`src/rtl/cp0_regfile.sv`:
```
// MIPS coprocessor-0 register file: BadVAddr, Count, Compare, Status, Cause and EPC,
// with exception commit, ERET, timer interrupt and interrupt-pending outputs.
module cp0_regfile #(
    parameter logic [31:0] STATUS_RST = 32'h0040_0000,
    parameter bit          COUNT_DIV2 = 1'b1
) (
    input  logic        clk,
    input  logic        rst,
    input  logic        mtc0_we,
    input  logic [4:0]  mtc0_addr,
    input  logic [31:0] mtc0_wdata,
    input  logic [4:0]  mfc0_addr,
    output logic [31:0] mfc0_rdata,
    input  logic        wr_exp,
    input  logic [4:0]  exp_code,
    input  logic [31:0] exp_epc,
    input  logic        in_delayslot,
    input  logic        badvaddr_we,
    input  logic [31:0] badvaddr,
    input  logic        clear_exl,
    input  logic [5:0]  hw_int,
    output logic [31:0] epc_out,
    output logic        allow_int,
    output logic [7:0]  interrupt_flag
);

    localparam logic [4:0] ADDR_BADVADDR = 5'd8;
    localparam logic [4:0] ADDR_COUNT    = 5'd9;
    localparam logic [4:0] ADDR_COMPARE  = 5'd11;
    localparam logic [4:0] ADDR_STATUS   = 5'd12;
    localparam logic [4:0] ADDR_CAUSE    = 5'd13;
    localparam logic [4:0] ADDR_EPC      = 5'd14;

    logic [7:0]  status_im;
    logic        status_exl;
    logic        status_ie;
    logic        cause_bd;
    logic        cause_ti;
    logic [7:0]  cause_ip;
    logic [4:0]  cause_exc_code;
    logic [31:0] epc;
    logic [31:0] bad_vaddr;
    logic [31:0] count;
    logic [31:0] compare;
    logic        tick;

    // MTC0 is applied first so that exception, ERET and BadVAddr strobes
    // later in the block override it field by field.
    always_ff @(posedge clk) begin
        if (rst) begin
            status_im      <= STATUS_RST[15:8];
            status_exl     <= STATUS_RST[1];
            status_ie      <= STATUS_RST[0];
            cause_bd       <= 1'b0;
            cause_ti       <= 1'b0;
            cause_ip       <= 8'h00;
            cause_exc_code <= 5'h00;
            epc            <= 32'h0;
            bad_vaddr      <= 32'h0;
            count          <= 32'h0;
            compare        <= 32'h0;
            tick           <= 1'b0;
        end else begin
            tick <= ~tick;
            if (!COUNT_DIV2 || tick)
                count <= count + 32'd1;
            if (count == compare)
                cause_ti <= 1'b1;
            cause_ip[7]   <= hw_int[5] | cause_ti;
            cause_ip[6:2] <= hw_int[4:0];

            if (mtc0_we) begin
                case (mtc0_addr)
                    ADDR_BADVADDR: bad_vaddr <= mtc0_wdata;
                    ADDR_COUNT: begin
                        count <= mtc0_wdata;
                        tick  <= 1'b0;
                    end
                    ADDR_COMPARE: begin
                        compare  <= mtc0_wdata;
                        cause_ti <= 1'b0;
                    end
                    ADDR_STATUS: begin
                        status_im  <= mtc0_wdata[15:8];
                        status_exl <= mtc0_wdata[1];
                        status_ie  <= mtc0_wdata[0];
                    end
                    ADDR_CAUSE: cause_ip[1:0] <= mtc0_wdata[9:8];
                    ADDR_EPC:   epc <= mtc0_wdata;
                    default: ;
                endcase
            end

            if (badvaddr_we)
                bad_vaddr <= badvaddr;
            if (clear_exl)
                status_exl <= 1'b0;
            // A nested exception keeps the original EPC/BD so ERET returns to the first victim.
            if (wr_exp) begin
                status_exl     <= 1'b1;
                cause_exc_code <= exp_code;
                if (!status_exl) begin
                    epc      <= exp_epc;
                    cause_bd <= in_delayslot;
                end
            end
        end
    end

    always_comb begin
        mfc0_rdata = 32'h0;
        case (mfc0_addr)
            ADDR_BADVADDR: mfc0_rdata = bad_vaddr;
            ADDR_COUNT:    mfc0_rdata = count;
            ADDR_COMPARE:  mfc0_rdata = compare;
            ADDR_STATUS:   mfc0_rdata = {9'b0, 1'b1, 6'b0, status_im, 6'b0, status_exl, status_ie};
            ADDR_CAUSE:    mfc0_rdata = {cause_bd, cause_ti, 14'b0, cause_ip, 1'b0, cause_exc_code, 2'b0};
            ADDR_EPC:      mfc0_rdata = epc;
            default:       mfc0_rdata = 32'h0;
        endcase
    end

    assign epc_out        = epc;
    assign allow_int      = status_ie & ~status_exl;
    assign interrupt_flag = cause_ip & status_im;

endmodule

```
`config.mk`:
```
export PLATFORM = sky130hd
export DESIGN_NAME = cp0_regfile
export DESIGN_NICKNAME = d
export VERILOG_FILES = /design/src/rtl/cp0_regfile.sv
export SDC_FILE = /design/constraint.sdc
export NUM_CORES = 1
export LEC_CHECK = 0
export CAP_MARGIN = 30
export CORE_ASPECT_RATIO = 1.75
export CORE_MARGIN = 3
export CORE_UTILIZATION = 35
export CTS_CLUSTER_SIZE = 20
export DETAILED_ROUTE_END_ITERATION = 16
export GPL_ROUTABILITY_DRIVEN = 1
export HOLD_SLACK_MARGIN = 0.1
export PLACE_DENSITY = 0.71
export REMOVE_ABC_BUFFERS = 1
export SLEW_MARGIN = 40
export SYNTH_ARGS = -nofsm -noshare
export SYNTH_HDL_FRONTEND = slang
export SYNTH_SLANG_ARGS = --single-unit
export TNS_END_PERCENT = 50
```
`constraint.sdc`:
```
create_clock -name clk -period 3.35 [get_ports clk]
set_clock_uncertainty 0.2 [all_clocks]
set_input_delay 0.67 -clock clk [delete_from_list [all_inputs] [get_ports clk]]
set_output_delay 0.67 -clock clk [all_outputs]
set_load 0.01 [all_outputs]
```
== Word level (Yosys, flattened, before mapping) ==
Cells that the tools add are included.
Operators by class
  shift operators: 0
  add/subtract/negate cells: 1
  bitwise logic cells: 5
  div/mod/pow operators: 0
  equality and inequality tests: 13
  $mul: 0
  muxes and demuxes: 20
  magnitude comparators: 0
  reduce and logical (&&, ||, !) cells: 10
Operator list (number)
  $mux 32: 10
  $pmux 32 s6: 1
  $eq 5x4->1 const B: 12
  $add 32x1->32 const B: 1
  $eq 32x32->1: 1
  $reduce_and 2->1: 6
  $mux 1: 9
  $and 8x8->8: 1
  $reduce_bool 3->1: 2
  $reduce_bool 2->1: 2
  $not 1->1: 2
  $and 1x1->1: 1
  $or 1x1->1: 1
Storage, ports and cells
  bits of input ports: 124
  flip-flop bits (word level): 154
  output and inout port bits: 73
  memory bits (writable): 0
  memories: 0
  bits in latches: 0
  word-level logic and storage cells: 62
  bits in read-only memories: 0

== Depth between registers and ports, before layout ==
Gate-level depths: netlist (run 1).
  depth after elaboration: 5
  mapped depth: 7

== Worst setup path after synthesis (run 1) ==
OpenSTA, ideal clock, no wires.
  kind: in2out
  start: in mfc0_addr[4]
  end: out mfc0_rdata[0]
  buffers on the path: 1
  required time: 2.480 ns
  slack: 0.448 ns
  arrival time: 2.032 ns
  cell stages on the path: 5
  cell sequence: or3b_2 > nor3_1 > clkbuf_1 > a222oi_1 > nand2_1
On the way
  longest elaborated chain between the ends: 2
  elaborated cells on any way between the ends: 7
  classes of those cells: 6 x eq/ne; 1 x mux
Ends and longest elaborated chain
  start: declaration: RTL line 12  | input logic [4:0] mfc0_addr,
  $eq 5x4->1: RTL line 112  | case (mfc0_addr)
  $pmux 32 s6 (*): RTL line 112
  end: declaration: RTL line 13  | output logic [31:0] mfc0_rdata,
Mark *: on every way between the ends. The rest lies on a longest branch, timed or not.

== Worst setup path after layout (run 1) ==
  start: in mfc0_addr[3]
  end: out mfc0_rdata[26]
Same word-level chain as after synthesis.

==> results.cfg, run 1 <==
[critical_path]
critical_path.top_delay_family = buffers and inverters
timing.critical_path.buf_inv = 4
slowest_delay_ps = 470
slowest_stage = clkdlybuf4s50_1
worstPathRequired_ps = 2480
crit_chain = clkdlybuf4s50_1, or3b_4, nor2_4, buf_12, buf_16, a22oi_1, nand2_1, clkdlybuf4s15_2
crit_path_end_kind = primary output
crit_fanout = 16
crit_type = in2out
cp.arrival_ps = 2450
start_kind = input port

[global_routing]
antenna_found_initial = 1
grt.overflow.total = 0
track_usage_pct = 21.5
grt_pass1_vias = 7361
grt_pass1_wl_mm = 40.8
grt_max_degree = 61

[layout]
stdcell_area_um2 = 10900
drive_above_1_share_pct = 13.7
post-route-util_pct = 49.1
synthToLayoutAreaGrowth_pct = 37.5
fillers = 2161
nets = 1203
stdcell_count = 1387
n_antenna_cell = 0

[place]
place.gp.congestion = 0.797
dp.cells = 1349
hpwl_mm = 18.8
io_buffers = 196
postPlaceCellArea_um2 = 10300
dp_slack_ps = -425

[route]
ant_nets = 0
vias = 7446
drc_errors = 0
firstDrtPassIters = 6
first_iter_violations = 558
wirelength_mm = 27.0
drt-wirelength-per-cell_um = 19.4
via_per_inst = 5.37

[floorplan]
die-area_um2 = 24500
coreArea_um2 = 22200
initial_utilization_pct = 35.7
die_x_um = 120
die_h_um = 205
num_rows = 72
num_io_pins = 197

[yosys]
synth_cell_types = 44
syn_avg_cell_area_um2 = 8.76
yosys_warnings = 0
synth_compound_area_share_pct = 15.8
yosys.area_share.xor_xnor_pct = 6.86
netlist_instances = 904
yosysTopAreaCell = dfxtp_1
ys_seq_area_share_pct = 38.9
yosys.area_share.simple_pct = 18.9
synth_top_family_by_area = simple AND/OR/NAND/NOR gates
synthMuxAreaShare_pct = 15.1
synth.top_cell.area_share_pct = 38.9
yosys.area_share.adder_pct = 0.158
yosys_register_bits = 154
synth_area_um2 = 7920
synth_area_leaders = dfxtp_1 39%, mux2i_1 10%, xnor2_1 6.4%

[job]
drv_cap = 0

[clock_tree]
cts-hold-fix-buffers = 0
clk_pin_slew_ps = 60
clock-root-buffer = clkbuf_16
cts_buffers = 17
cts.sinks = 154
clk_latency_ps = 430
htree_levels = 4
max-clock-path-buffers = 2
cts_tree = done

[timing]
relSlewSlack_pct = 64.4
tightest_slew_ps = 533
slew_violations = 0
setup_viol = 0
fmax_mhz = 301
final.setup.worst_slack_ps = 31.2
min_period_ps = 3320
final_hold_viol_count = 0
fin_crit_sh_pct = 99.1
whs_ps = 284
grt_setup_unrepaired = true

[power_and_ir_drop]
vdd.ir_drop.worst_uv = 290
powerDensity_nw_per_um2 = 416
power_leakage_nw = 4.00

[min_path]
min_path_type = reg2reg

[outcome]
outcome = finished, final reports clean
-- metrics by stage --
step           TNS [ps]  power (mW)
3_3_place_gp     -11320        2.56
2_1_floorplan    -32460        2.20
3_5_place_dp     -11710        2.57
4_1_cts            -402        4.58
6_report              0        4.53
5_1_grt           -29.6        4.69
-- tightest hold or removal path, delay by kind of cell (launching register included) --
| kind | cells | cell delay [ps] |
|---|---|---|
| compound gates | 1 | 50 |
| flops | 1 | 330 |
| simple gates | 1 | 60 |
-- cell usage after synthesis (all sizes together) --
master,instances
ha,1
nand3b,3
a22oi,61
a21oi,35
nand2,102
and4,2
nor4,9
and3,2
mux2,33
a222oi,10
or3,1
mux2i,82
buf,22
dfxtp,154
inv,7
or4b,1
nand4,13
xnor2,58
nor2,130
nor2b,6
or4,4
clkbuf,54
nand3,17
nor3,11
or2,1
nor3b,3
nand2b,3
a311oi,1
and2,9
a211oi,63
o21ai,1
xor2,4
or3b,1
-- where the power goes --
group	leakage (nW)	switching [mW]	internal [mW]
Sequential	1.26	0.0681	1.91
Clock	0.287	0.821	1.18
Combinational	2.45	0.246	0.310
-- placed cells by master (no fill, tap or decap), drive strengths merged, types with 10 or more instances in the layout --
cell type / netlist / routed
buf: 22 / 57
nand4: 13 / 13
a211oi: 63 / 63
clkbuf: 54 / 23
nand2: 102 / 102
nor3: 11 / 11
xnor2: 58 / 58
a22oi: 61 / 61
clkdlybuf4s50: 0 / 161
mux2: 33 / 33
a222oi: 10 / 10
nor2: 130 / 130
dfxtp: 154 / 154
mux2i: 82 / 82
a21oi: 35 / 35
nand3: 17 / 17
-- sequential cells by signal, summed over array words and instances (netlist names) --
| signal | cells |
|---|---|
| status_ie | 1 |
| count | 32 |
| bad_vaddr | 32 |
| status_exl | 1 |
| tick | 1 |
| cause_ip | 8 |
| compare | 32 |
| cause_ti | 1 |
| epc_out | 32 |
| cause_bd | 1 |
| status_im | 8 |
| cause_exc_code | 5 |
-- worst paths after layout --
check | slack [ps] | depth (start not counted) | end | from
worst max-delay path | 30 | 8 | mfc0_rdata[26] | mfc0_addr[3]
worst min-delay path | 280 | 2 | compare[5]$_SDFFE_PP0P_ | compare[5]$_SDFFE_PP0P_
worst max register to register | 870 | 5 | count[31]$_SDFF_PP0_ | count[13]$_SDFF_PP0_
worst min register to register | 280 | 2 | compare[5]$_SDFFE_PP0P_ | compare[5]$_SDFFE_PP0P_
-- cells by family (layout without fill, tap and decap cells) --
logic type	count (synthesis)	in the layout
fa+ha+maj	1	1
flops	154	154
simple gates	318	318
xor+xnor	62	62
mux	115	115
buf+inv	83	270
compound gates	171	171
-- layout make-up --
class / count / area (um^2) / area share (%)
multi-input cells: 667 / 4550 / 41.8
repair buffers: 231 / 2260 / 20.8
clock buffers: 18 / 429 / 3.94
flip-flops and latches: 154 / 3080 / 28.3
inverters: 7 / 26.3 / 0.241
well taps: 296 / 370 / 3.40
clock inverters: 14 / 171 / 1.57
-- what timing repair did --
item,in CTS,in global routing
pin swaps,3,5
gates resized for setup,111,23
buffers inserted,4,0
setup endpoints to repair,32,28
gates cloned,3,0
-- layer usage --
| metal | up-vias | wire [um] | track usage [%] |
|---|---|---|---|
| met5 | - | 13 | 0 |
| met4 | 2 | 1010 | 8.89 |
| met3 | 71 | 1240 | 3.73 |
| met2 | 264 | 14900 | 41.2 |
| met1 | 3539 | 9810 | 22.8 |
| li1 | 3570 | - | - |
Power figures use the tool's default switching activity.
==> inputs of run 2 (changes only) <==
--- a/config.mk
+++ b/config.mk
@@ -5,6 +5,7 @@
 export SDC_FILE = /design/constraint.sdc
 export NUM_CORES = 1
 export LEC_CHECK = 0
+export ABC_CLOCK_PERIOD_IN_PS = 3350
 export CAP_MARGIN = 30
 export CORE_ASPECT_RATIO = 1.75
 export CORE_MARGIN = 3
==> results of run 2 <==
No change in the layout: final DEF, timing and power equal those of run 1.
